<file path="src/rtl/reg_file_param.sv">
// reg_file_param: parametrised MIPS register file.
//   Two combinational read ports with same-cycle write-through bypass, one synchronous
//   write port. After reset a sequencer zeroes the array one entry per edge, so the
//   storage carries no reset and stays RAM-inferable. `ready` holds off the pipeline
//   until the sweep (and the optional preset load) has finished.
//
// Optional feature macro: REGFILE_PRESET_EN
//   defined     : after the clear, three edges load $s1=4, $s2=1, $s7=17
//   not defined : the clear goes straight to normal operation
//
// Ports
//   clk            clock, all state updates on posedge
//   reset          synchronous, active-high; dominates all other inputs
//   readReg1/2     read indices
//   readData1/2    read data (combinational)
//   writeRegister  write index
//   writeData      write data
//   regWrite       write enable, sampled on posedge
//   ready          1 while the array is initialised and live
//   writeDropped   registered 1-cycle pulse: regWrite was seen while ready==0
module reg_file_param #(
  parameter int unsigned DATA_W   = 32,
  parameter int unsigned ADDR_W   = 5,
  parameter bit          ZERO_REG = 1'b1
) (
  input  logic              clk,
  input  logic              reset,
  input  logic [ADDR_W-1:0] readReg1,
  input  logic [ADDR_W-1:0] readReg2,
  output logic [DATA_W-1:0] readData1,
  output logic [DATA_W-1:0] readData2,
  input  logic [ADDR_W-1:0] writeRegister,
  input  logic [DATA_W-1:0] writeData,
  input  logic              regWrite,
  output logic              ready,
  output logic              writeDropped
);

  localparam int unsigned DEPTH = 2 ** ADDR_W;

  typedef enum logic [1:0] {StClear, StPreset, StRun} state_e;

  logic [DATA_W-1:0] mem [DEPTH];

  state_e            stateQ, stateD;
  logic [ADDR_W-1:0] ptrQ, ptrD;
  logic              readyQ;
  logic              droppedQ;

  logic              memWe;
  logic [ADDR_W-1:0] memAddr;
  logic [DATA_W-1:0] memData;

  // A write that actually lands in the array (index 0 is discarded when hardwired).
  logic wrLegal;
  assign wrLegal = regWrite && !(ZERO_REG && (writeRegister == '0));

`ifdef REGFILE_PRESET_EN
  logic [1:0]  presetQ, presetD;
  int unsigned presetAddr;
  int unsigned presetVal;

  always_comb begin
    presetAddr = 0;
    presetVal  = 0;
    unique case (presetQ)
      2'd0:    begin presetAddr = 17; presetVal = 4;  end
      2'd1:    begin presetAddr = 18; presetVal = 1;  end
      2'd2:    begin presetAddr = 23; presetVal = 17; end
      default: begin presetAddr = 0;  presetVal = 0;  end
    endcase
  end
`endif

  // Next-state and the single array write port, shared by clear, preset and run.
  always_comb begin
    stateD  = stateQ;
    ptrD    = ptrQ;
    memWe   = 1'b0;
    memAddr = ptrQ;
    memData = '0;
`ifdef REGFILE_PRESET_EN
    presetD = presetQ;
`endif
    unique case (stateQ)
      StClear: begin
        memWe = 1'b1;
        ptrD  = ptrQ + ADDR_W'(1);
        if (ptrQ == ADDR_W'(DEPTH - 1)) begin
`ifdef REGFILE_PRESET_EN
          stateD = StPreset;
`else
          stateD = StRun;
`endif
        end
      end
      StPreset: begin
`ifdef REGFILE_PRESET_EN
        presetD = presetQ + 2'd1;
        // Entries beyond the array are skipped but still take their cycle.
        if (presetAddr < DEPTH) begin
          memWe   = 1'b1;
          memAddr = ADDR_W'(presetAddr);
          memData = DATA_W'(presetVal);
        end
        if (presetQ == 2'd2) stateD = StRun;
`else
        stateD = StRun;
`endif
      end
      StRun: begin
        memWe   = wrLegal;
        memAddr = writeRegister;
        memData = writeData;
      end
      default: stateD = StClear;
    endcase
  end

  always_ff @(posedge clk) begin
    if (reset) begin
      stateQ   <= StClear;
      ptrQ     <= '0;
      readyQ   <= 1'b0;
      droppedQ <= 1'b0;
`ifdef REGFILE_PRESET_EN
      presetQ  <= 2'd0;
`endif
    end else begin
      stateQ   <= stateD;
      ptrQ     <= ptrD;
      readyQ   <= (stateD == StRun);
      droppedQ <= regWrite && !readyQ;
`ifdef REGFILE_PRESET_EN
      presetQ  <= presetD;
`endif
    end
  end

  // Storage has no reset; the clear sweep initialises it. Reset blocks writes this edge.
  always_ff @(posedge clk) begin
    if (!reset && memWe) begin
      mem[memAddr] <= memData;
    end
  end

  always_comb begin
    readData1 = '0;
    if (readyQ && !(ZERO_REG && (readReg1 == '0))) begin
      if (wrLegal && (writeRegister == readReg1)) readData1 = writeData;
      else                                        readData1 = mem[readReg1];
    end
  end

  always_comb begin
    readData2 = '0;
    if (readyQ && !(ZERO_REG && (readReg2 == '0))) begin
      if (wrLegal && (writeRegister == readReg2)) readData2 = writeData;
      else                                        readData2 = mem[readReg2];
    end
  end

  assign ready        = readyQ;
  assign writeDropped = droppedQ;

endmodule
</file>
<file path="config.mk">
export PLATFORM = sky130hd
export DESIGN_NAME = reg_file_param
export DESIGN_NICKNAME = d
export VERILOG_FILES = /design/src/rtl/reg_file_param.sv
export SDC_FILE = /design/constraint.sdc
export NUM_CORES = 1
export LEC_CHECK = 0
export BUFFER_PORTS_ARGS = -buffer_cell sky130_fd_sc_hd__buf_2
export CORE_MARGIN = 8
export CORE_UTILIZATION = 55
export CTS_BUF_LIST = sky130_fd_sc_hd__clkbuf_2
export DETAILED_ROUTE_END_ITERATION = 16
export PLACE_DENSITY = 0.71
export SYNTH_ARGS = -nofsm -noshare
export SYNTH_HDL_FRONTEND = slang
export SYNTH_SLANG_ARGS = --single-unit
</file>
<file path="constraint.sdc">
create_clock -name clk -period 5.3 [get_ports clk]
set_input_delay 1.06 -clock clk [delete_from_list [all_inputs] [get_ports clk]]
set_output_delay 1.06 -clock clk [all_outputs]
set_load 0.02 [all_outputs]
</file>
==> impl_metrics.yaml <==
outcome:
  status: "completed"
timing:
  fin_crit_ns: 5.03
  final-max-slew-violation-count: 0
  fin_worst_skew_ns: 0.166
  relSlewSlack: 0.195
  worst_slew_pin_slew_ns: 1.21
  period_share: 0.948
  setup_viol: 0
  max_freq_ghz: 0.199
  hold_viol_final: 0
  tns_ns: 0
  rsz0062_at_grt: "false"
power:
  switchingPower_mw: 4.45
  power_frac_clock: 0.327
  p_int_mw: 12.0
  sequentialPowerShare: 0.559
  p_leak_nw: 19.2
  p_total_mw: 16.5
  p_per_area_nw_per_um2: 302
  p_comb_frac: 0.113
  p_sw_frac: 0.270
  ir_worst_vdd_mv: 0.242
synthesis:
  synth_top_area_frac: 0.619
  avgSynthCellArea_um2: 18.4
  syn_inst: 2703
  synth_area_um2: 49700
  synth-edff-count: 1024
  synth.most_common_cell: "edfxtp_1"
  syn-num-nets: 2758
  synth_commonest_cells: "edfxtp_1, mux4_2, mux2i_1"
  synth_cell_types: 45
  ys_ff_latch: 1033
  ys_async_sr_fraction: 0
  yosys_warnings: 0
  yosysSeqAreaShare: 0.622
  ys.flop_type: "edfxtp_1"
  netlist_top_cells_area: "edfxtp_1, mux4_2, mux2i_1, a221oi_1, a211oi_2"
  synth_largest_area_cell: "edfxtp_1"
cells_and_area:
  layout.nets: 3033
  fin_util: 0.607
  area_delta_synth_final_pct: 9.60
  drive_gt1_frac: 0.360
worst_hold_path:
  holdCritStartpoint: "writeData[22]"
  hold_depth: 3
  hold_class: "input pin to flip-flop"
  min_to: "mem[3][22]$_DFFE_PP_"
detailed_routing:
  wire_per_inst_um: 33.7
  dr_total_vias: 30700
  dr.first_iter.drc_count: 3564
  wl_mm: 146
  drc_errors: 0
  via_per_inst: 7.09
  drtPass1Iterations: 5
  final_antenna_net_count: 0
clock_network:
  cts_root_buf: "clkbuf_2"
  cts_buffer_depth: 4
  cts.sinks: 1033
  cts_made_buffers: 281
  clk_latency_ns: 1.51
  htreeDepth: 5
  cts_tree: "yes"
  clkTransAtPathRegs_ns: 0.10
worst_setup_path:
  critPathLaunch: "ready$_SDFF_PP0_"
  required_ns: 4.24
  r2r_cells: 7
  critPathLaunchType: "flip-flop"
  r2r-end: "mem[20][22]$_DFFE_PP_"
  cp.arrival_ns: 3.97
  path_class: "flip-flop to output pin"
  r2r_slack_ns: 1.40
  r2r_start: "stateQ[0]$_SDFF_PP0_"
  setup.worst_path.end_class: "output pin"
  cp_max_fo: 11
floorplan:
  chipWidth_um: 317
  die_y_um: 317
  initial_core_util: 0.554
  core_area_um2: 89700
  io_pins: 116
  die_area_um2: 100000
  row_count: 110
placed_design:
  portBuffers: 115
  gp_congestion: 0.887
  hpwl_mm: 84.1
global_route:
  grt_max_degree: 115
  grt_pass1_wl_mm: 212
  grt_usage: 0.292
  grt_pass1_vias: 32200
  antenna_found_initial: 11
  grt_overflow: 0
run:
  maxCapViolCount: 0
## critical path, cell delays in order (launching register included)
cell and delay, ns:
dfxtp_1 0.63, inv_1 0.16, a211oi_1 0.34, o31ai_4 0.14, buf_4 0.25, a211oi_1 0.71
a211o_1 0.19, buf_2 0.16
## layout by cell type (no fill, tap or decap), types with 15 or more instances in the layout
| cell | netlist | layout |
|---|---|---|
| edfxtp_1 | 1024 | 1024 |
| a211oi_1 | 70 | 70 |
| a211o_1 | 64 | 64 |
| nor2_4 | 0 | 34 |
| buf_12 | 0 | 41 |
| a211oi_2 | 60 | 60 |
| nand2_1 | 15 | 15 |
| o21bai_1 | 64 | 64 |
| a21oi_1 | 64 | 64 |
| mux4_2 | 384 | 384 |
| a221oi_1 | 128 | 128 |
| and2_1 | 33 | 33 |
| a22oi_1 | 64 | 64 |
| clkbuf_2 | 0 | 409 |
| clkinv_1 | 1 | 32 |
| nor2b_1 | 66 | 64 |
| mux2i_1 | 325 | 325 |
| buf_2 | 80 | 107 |
| buf_4 | 27 | 62 |
## worst max path at each step
| stage | end | slack, ns | depth (start not counted) |
|---|---|---|---|
| 2_1_floorplan | readData1[10] | 1.39 | 8 |
| 3_3_place_gp | readData2[22] | 0.53 | 7 |
| 3_5_place_dp | readData2[22] | 0.54 | 8 |
| 4_1_cts | readData2[30] | 0.10 | 7 |
| 5_1_grt | readData2[30] | 0.15 | 7 |
| 6_report | readData2[30] | 0.27 | 7 |
## final cells by class
cell class / instances / area [µm²]
Antenna cell: 9 / 22.5
Clock buffer: 409 / 2050
Clock inverter: 43 / 254
Fill cell: 6651 / 35300
Inverter: 10 / 37.5
Multi-Input combinational cell: 1434 / 17800
Sequential cell: 1033 / 30900
Tap cell: 1176 / 1470
Timing Repair Buffer: 218 / 1920
## layer usage
metal / up-vias / track usage / part of all wire / routed length (µm)
li1: 12300 / - / - / -
met4: 4 / 0.141 / 0.046 / 6680
met5: - / 0 / 0.00021 / 30
met3: 399 / 0.0759 / 0.11 / 16400
met1: 15900 / 0.383 / 0.37 / 53300
met2: 2083 / 0.457 / 0.48 / 69500
## flip-flops by register name, summed over array words and instances (netlist names)
register      flops
ready             1
writeDropped      1
stateQ            2
ptrQ              5
mem            1024
## cells by family after synthesis
| group | synth area share |
|---|---|
| compound gates | 0.0887 |
| fa+ha+maj | 0.00126 |
| xor+xnor | 0.00229 |
| mux | 0.240 |
| flops | 0.622 |
| simple gates | 0.0199 |
| buf+inv | 0.0254 |
## timing repair
action / 4_1_cts / 5_1_grt
setup buffers: 2 / 0
endpoints found under the hold margin: 9 / 0
endpoints found under the setup margin: 16 / 0
gates resized for setup: 0 / 0
hold buffers: 2 / 0
## per-stage QoR
| stage | hold WS (ns) | cell area [µm²] | cells | setup WS (ns) |
|---|---|---|---|---|
| 2_1_floorplan | 0.472 | 49700 | 2703 | 1.39 |
| 3_3_place_gp | 0.490 | 52100 | 3867 | 0.530 |
| 3_5_place_dp | 0.503 | 52100 | 3867 | 0.541 |
| 4_1_cts | 0.103 | 54500 | 4323 | 0.105 |
| 5_1_grt | 0.203 | 54500 | 4329 | 0.152 |
| 6_report | 0.339 | 54500 | 4332 | 0.274 |
## power groups by stage
stage / Sequential, mW / Combinational, mW / Clock [mW]
after global routing: 9.23 / 1.95 / 5.90
after global placement: 9.38 / 1.81 / 0
after detailed placement: 9.40 / 1.85 / 0
final: 9.21 / 1.87 / 5.39
after CTS: 9.21 / 1.85 / 5.48
after floorplan: 9.38 / 1.23 / 0
(Power assumes the default switching activity.)
